<file path="src/rtl/fifo_pkg.sv">
// rtl/fifo_pkg.sv - shared sizing constants and helpers for the FIFO family
package fifo_pkg;

  localparam int DEF_B = 8;
  localparam int DEF_W = 4;

  function automatic int depth_of(input int w);
    return 1 << w;
  endfunction

  // Occupancy must reach depth itself, so it needs one bit more than a pointer.
  function automatic int level_bits(input int w);
    return $clog2((1 << w) + 1);
  endfunction

endpackage

</file>
<file path="src/rtl/fifo_regfile.sv">
// rtl/fifo_regfile.sv - B x 2**W storage, synchronous write, asynchronous read
module fifo_regfile
  import fifo_pkg::*;
#(
  parameter int B = DEF_B,
  parameter int W = DEF_W
) (
  input  logic         clk,
  input  logic         we,
  input  logic [W-1:0] w_addr,
  input  logic [B-1:0] w_data,
  input  logic [W-1:0] r_addr,
  output logic [B-1:0] r_data
);

  localparam int DEPTH = depth_of(W);

  logic [B-1:0] mem [DEPTH];

  always_ff @(posedge clk) begin
    if (we) mem[w_addr] <= w_data;
  end

  assign r_data = mem[r_addr];

endmodule

</file>
<file path="src/rtl/fifo_level.sv">
// rtl/fifo_level.sv - synchronous FIFO with level, almost flags, flush and error pulses
// FIFO_RDREG_EN selects a registered read port with r_valid instead of show-ahead.
module fifo_level
  import fifo_pkg::*;
#(
  parameter int B      = DEF_B,
  parameter int W      = DEF_W,
  parameter int AF_LVL = (1 << W) - 2,
  parameter int AE_LVL = 2
) (
  input  logic         clk,
  input  logic         reset_n,
  input  logic         clr,
  input  logic         wr,
  input  logic [B-1:0] w_data,
  input  logic         rd,
`ifdef FIFO_RDREG_EN
  output logic         r_valid,
`endif
  output logic [B-1:0] r_data,
  output logic         empty,
  output logic         full,
  output logic         almost_empty,
  output logic         almost_full,
  output logic [W:0]   level,
  output logic         overflow,
  output logic         underflow
);

  localparam int DEPTH = depth_of(W);
  localparam int LW    = level_bits(W);

  localparam logic [LW-1:0] DEPTH_L = LW'(DEPTH);
  localparam logic [LW-1:0] AF_L    = LW'(AF_LVL);
  localparam logic [LW-1:0] AE_L    = LW'(AE_LVL);

  if (AF_LVL < 1 || AF_LVL > DEPTH - 1 || AE_LVL < 1 || AE_LVL > DEPTH - 1) begin : g_bad_cfg
    $error("fifo_level: AF_LVL and AE_LVL must lie in 1..2**W-1");
  end

  logic [W-1:0]  w_ptr_q, w_ptr_d;
  logic [W-1:0]  r_ptr_q, r_ptr_d;
  logic [LW-1:0] level_q, level_d;
  logic          empty_q, empty_d;
  logic          full_q, full_d;
  logic          ae_q, ae_d;
  logic          af_q, af_d;
  logic          ovf_q, ovf_d;
  logic          unf_q, unf_d;

  logic          wr_acc, rd_acc;
  logic [B-1:0]  mem_rdata;

  // A flush cancels both requests outright, including their error pulses.
  assign wr_acc = wr & ~full_q & ~clr;
  assign rd_acc = rd & ~empty_q & ~clr;

  always_comb begin
    w_ptr_d = w_ptr_q;
    r_ptr_d = r_ptr_q;
    level_d = level_q;
    empty_d = empty_q;
    full_d  = full_q;
    ae_d    = ae_q;
    af_d    = af_q;
    ovf_d   = 1'b0;
    unf_d   = 1'b0;
    if (clr) begin
      w_ptr_d = '0;
      r_ptr_d = '0;
      level_d = '0;
      empty_d = 1'b1;
      full_d  = 1'b0;
      ae_d    = 1'b1;
      af_d    = 1'b0;
    end else begin
      w_ptr_d = w_ptr_q + W'(wr_acc);
      r_ptr_d = r_ptr_q + W'(rd_acc);
      level_d = level_q + LW'(wr_acc) - LW'(rd_acc);
      empty_d = (level_d == '0);
      full_d  = (level_d == DEPTH_L);
      ae_d    = (level_d <= AE_L);
      af_d    = (level_d >= AF_L);
      ovf_d   = wr & full_q;
      unf_d   = rd & empty_q;
    end
  end

  always_ff @(posedge clk or negedge reset_n) begin
    if (!reset_n) begin
      w_ptr_q <= '0;
      r_ptr_q <= '0;
      level_q <= '0;
      empty_q <= 1'b1;
      full_q  <= 1'b0;
      ae_q    <= 1'b1;
      af_q    <= 1'b0;
      ovf_q   <= 1'b0;
      unf_q   <= 1'b0;
    end else begin
      w_ptr_q <= w_ptr_d;
      r_ptr_q <= r_ptr_d;
      level_q <= level_d;
      empty_q <= empty_d;
      full_q  <= full_d;
      ae_q    <= ae_d;
      af_q    <= af_d;
      ovf_q   <= ovf_d;
      unf_q   <= unf_d;
    end
  end

  fifo_regfile #(.B(B), .W(W)) u_regfile (
    .clk    (clk),
    .we     (wr_acc),
    .w_addr (w_ptr_q),
    .w_data (w_data),
    .r_addr (r_ptr_q),
    .r_data (mem_rdata)
  );

`ifdef FIFO_RDREG_EN
  logic [B-1:0] rdata_q, rdata_d;
  logic         rvalid_q, rvalid_d;

  always_comb begin
    rdata_d  = rd_acc ? mem_rdata : rdata_q;
    rvalid_d = rd_acc;
  end

  always_ff @(posedge clk or negedge reset_n) begin
    if (!reset_n) begin
      rdata_q  <= '0;
      rvalid_q <= 1'b0;
    end else begin
      rdata_q  <= rdata_d;
      rvalid_q <= rvalid_d;
    end
  end

  assign r_data  = rdata_q;
  assign r_valid = rvalid_q;
`else
  assign r_data = mem_rdata;
`endif

  assign level        = level_q;
  assign empty        = empty_q;
  assign full         = full_q;
  assign almost_empty = ae_q;
  assign almost_full  = af_q;
  assign overflow     = ovf_q;
  assign underflow    = unf_q;

endmodule

</file>
<file path="config.mk">
export PLATFORM = sky130hd
export DESIGN_NAME = fifo_level
export DESIGN_NICKNAME = d
export VERILOG_FILES = /design/src/rtl/fifo_pkg.sv /design/src/rtl/fifo_regfile.sv /design/src/rtl/fifo_level.sv
export SDC_FILE = /design/constraint.sdc
export NUM_CORES = 1
export LEC_CHECK = 0
export ABC_CLOCK_PERIOD_IN_PS = 2800
export BUFFER_PORTS_ARGS = -buffer_cell sky130_fd_sc_hd__buf_2
export CAP_MARGIN = 10
export CORE_MARGIN = 4
export CORE_UTILIZATION = 60
export CTS_CLUSTER_SIZE = 24
export DETAILED_ROUTE_END_ITERATION = 8
export PLACE_DENSITY = 0.75
export RECOVER_POWER = 25
export SLEW_MARGIN = 20
export SYNTH_ARGS = -nofsm -noshare
export SYNTH_HDL_FRONTEND = slang
export SYNTH_SLANG_ARGS = --single-unit
</file>
<file path="constraint.sdc">
create_clock -name clk -period 2.8 [get_ports clk]
set_clock_uncertainty 0.05 [all_clocks]
set_input_delay 0.14 -clock clk [delete_from_list [all_inputs] [get_ports clk]]
set_output_delay 0.14 -clock clk [all_outputs]
set_load 0.02 [all_outputs]
</file>
==> results.yml <==
layout:
  register_area_um2: 4330
  drive_gt1_share_pct: 28.4
  diodes: 0
  layout.nets: 408
  n_fill_cell: 611
  multi_input_comb_area_um2: 1490
  areaGrowthSynthToFinish_pct: 19.7
critical_path:
  cp_max_fo: 5
  crit_arrival_ns: 2.99
  cpPeakStageDelay_ns: 0.41
  ff2ff_path_depth: 11
  cp.required_ns: 3.15
  critPathSlowestCell: "dfrtp_1"
  r2r-end: "full"
  path_cells: "nor3b_4 > inv_2 > ha_1 > inv_1 > ha_1 > inv_1 > fa_2 > nand2b_1 > a21oi_2 > xnor2_2 > and4bb_2"
  critPathKind: "flip-flop to flip-flop"
  timing.rr.start: "full"
  startpoint_type: "flip-flop"
  endpoint_kind: "flip-flop"
  reg2reg_setup_slack_ns: 0.16
timing:
  period_share_pct: 94.5
  clock.fmax_mhz: 378
  relSlewSlack_pct: 32.2
  whs_ns: 0.297
  tightest_slew_ns: 1.02
  rsz0062_at_grt: "no"
  setup_violations: 0
  period_needed_ns: 2.64
  fin_setup_tns_ns: 0
  slew_violations: 0
  finalHoldViolations: 0
die:
  coreArea_um2: 9730
  dieArea_um2: 11600
  initial_utilization_pct: 61.1
  fp.dieW_um: 108
  dieHeight_um: 108
  row_count: 36
  pin_count: 32
global_routing:
  grt_max_degree: 35
  grt_pass1_wl_um: 17900
  grt_pass1_vias: 3218
  antenna_found_initial: 0
  overflow: 0
  grt.total_usage_pct: 21.5
run:
  maxCapViolCount: 0
placed_design:
  gp_congestion: 0.781
  dp_hpwl_um: 6870
  port_buffers: 31
clocking:
  htree_levels: 4
  cts_root_buf: "clkbuf_8"
  clkTransAtPathRegs_ns: 0.06
  cts.sinks: 147
  clockBufferDepth: 2
  cts_buffers: 17
  clk_latency_ns: 0.51
  cts_tree: "done"
synthesis:
  synth.area.top_cells: "edfxtp_1 65%, dfrtp_1 7.2%, mux4_2 6.8%, mux4_1 6.2%, a22oi_1 2.0%"
  synth_edf_count: 128
  synth.ff_latch_count: 147
  syn_nets: 331
  ys_seq_area_share_pct: 72.7
  mappedNetlistArea_um2: 5950
  ys_warn_count: 0
  synth_top_area_share_pct: 64.6
  postSynthCellCount: 308
  synthArstFlopShare_pct: 12.9
  netlist-cell-type-count: 34
  ys.flop_type: "edfxtp_1"
  avgSynthCellArea_um2: 19.3
  yosysTopAreaCell: "edfxtp_1"
drt:
  avgRoutedWirePerCell_um: 21.4
  first_pass_iters: 5
  final_antenna_net_count: 0
  wl_um: 11300
  via_per_inst: 5.90
  drc_errors: 0
  dr.first_iter.drc_count: 227
  dr_total_vias: 3131
status:
  status: "finished clean"
pwr:
  p_leak_nw: 2.56
  ir_drop_mv: 0.753
  power_density_nw_per_um2: 809
worst_hold_path:
  hp-class: "input pin to async pin"
[Yosys cell counts (all sizes together) (3+ instances only)]
library cell / n
nor3b: 3
xor2: 4
nand2b: 4
edfxtp: 128
ha: 9
nor2: 25
xnor2: 4
clkdlybuf4s25: 3
a22oi: 16
nor2b: 7
nand2: 13
buf: 10
nor3: 4
mux4: 32
nand3: 3
inv: 8
dfrtp: 17
[power breakdown]
part           switching [mW]  internal, mW
clock network           0.882          1.37
logic                   0.541         0.439
registers              0.0516          2.48
total                    1.48          4.29
[timing repair]
action	CTS	global route
buffers inserted	0	10
setup endpoints to repair	2	5
resized for setup	1	4
pin swaps	0	3
hold buffers	12	0
hold endpoints to repair	157	0
[kinds of logic (layout without fill, tap and decap cells)]
logic type | Yosys count | count (layout) | synth area share (%)
compound gates | 22 | 22 | 2.76
xor+xnor | 8 | 8 | 1.18
fa+ha+maj | 10 | 10 | 2.23
buf+inv | 23 | 113 | 2.59
flops | 147 | 147 | 72.7
mux | 32 | 32 | 13.0
simple gates | 66 | 66 | 5.60
[layout by cell type (no fill, tap or decap), types with 2 or more instances in the layout]
cell type,count
edfxtp_1,128
buf_4,28
nor2_1,25
buf_2,25
mux4_2,18
a22oi_1,16
dfrtp_1,16
clkbuf_16,16
mux4_1,14
nand2_1,13
dlygate4sd3_1,12
ha_1,9
nor2b_1,7
inv_1,7
clkbuf_1,7
inv_6,5
xor2_1,4
nand2b_1,4
nor3_1,4
clkinvlp_4,4
xnor2_1,3
nand3_1,3
bufinv_16,3
nor3b_1,2
a41o_1,2
and3_1,2
dfstp_2,2
buf_12,2
[sequential cells by signal (all words and copies together), names as in the netlist]
register and count:
u_regfile.mem 128, almost_full 1, overflow 1, full 1, empty 1, level 5, r_ptr_q 4, almost_empty 1
w_ptr_q 4, underflow 1
[metrics by stage]
| stage | instances | instance area (µm²) | setup slack, ns | total power [mW] | utilization (%) |
|---|---|---|---|---|---|
| detailed placement | 477 | 6310 | 0.0642 | 3.46 | 64.9 |
| global route | 531 | 7120 | 0.00312 | 6.02 | 73.2 |
| floorplan | 308 | 5950 | 0.201 | 3.21 | - |
| global placement | 477 | 6310 | 0.179 | 3.43 | 64.9 |
| CTS | 521 | 7030 | 0.0594 | 5.72 | 72.2 |
| finish | 531 | 7120 | 0.155 | 5.77 | 73.2 |
[how the worst max path moves through the flow]
stage	from	to	depth (start not counted)
floorplan	full	full	11
global placement	full	full	11
detailed placement	full	full	11
CTS	full	full	11
global route	full	full	11
finish	full	full	11
[area by class of cell]
type	count	share of cell area (%)
flip-flops and latches	147	60.7
inverters	8	0.422
repair buffers	73	7.27
multi-input cells	138	20.9
clock buffers	18	5.87
clock inverters	14	2.49
well taps	133	2.34
[routing by layer]
metal	GRT usage [%]	wire length, µm	part of all wire (%)
met1	30.3	4760	42
met2	33.3	5650	50
met3	5.04	734	6.5
met4	8.03	198	1.7
met5	0	0	0
[worst max-delay path, delay by kind of cell, from the launching register on]
kind / cells / cell delay [ns]
flops: 1 / 0.41
simple gates: 3 / 0.72
compound gates: 1 / 0.19
xor+xnor: 1 / 0.18
buf+inv: 3 / 0.21
fa+ha+maj: 3 / 0.78
No activity file was read; power rests on OpenSTA's default activity.
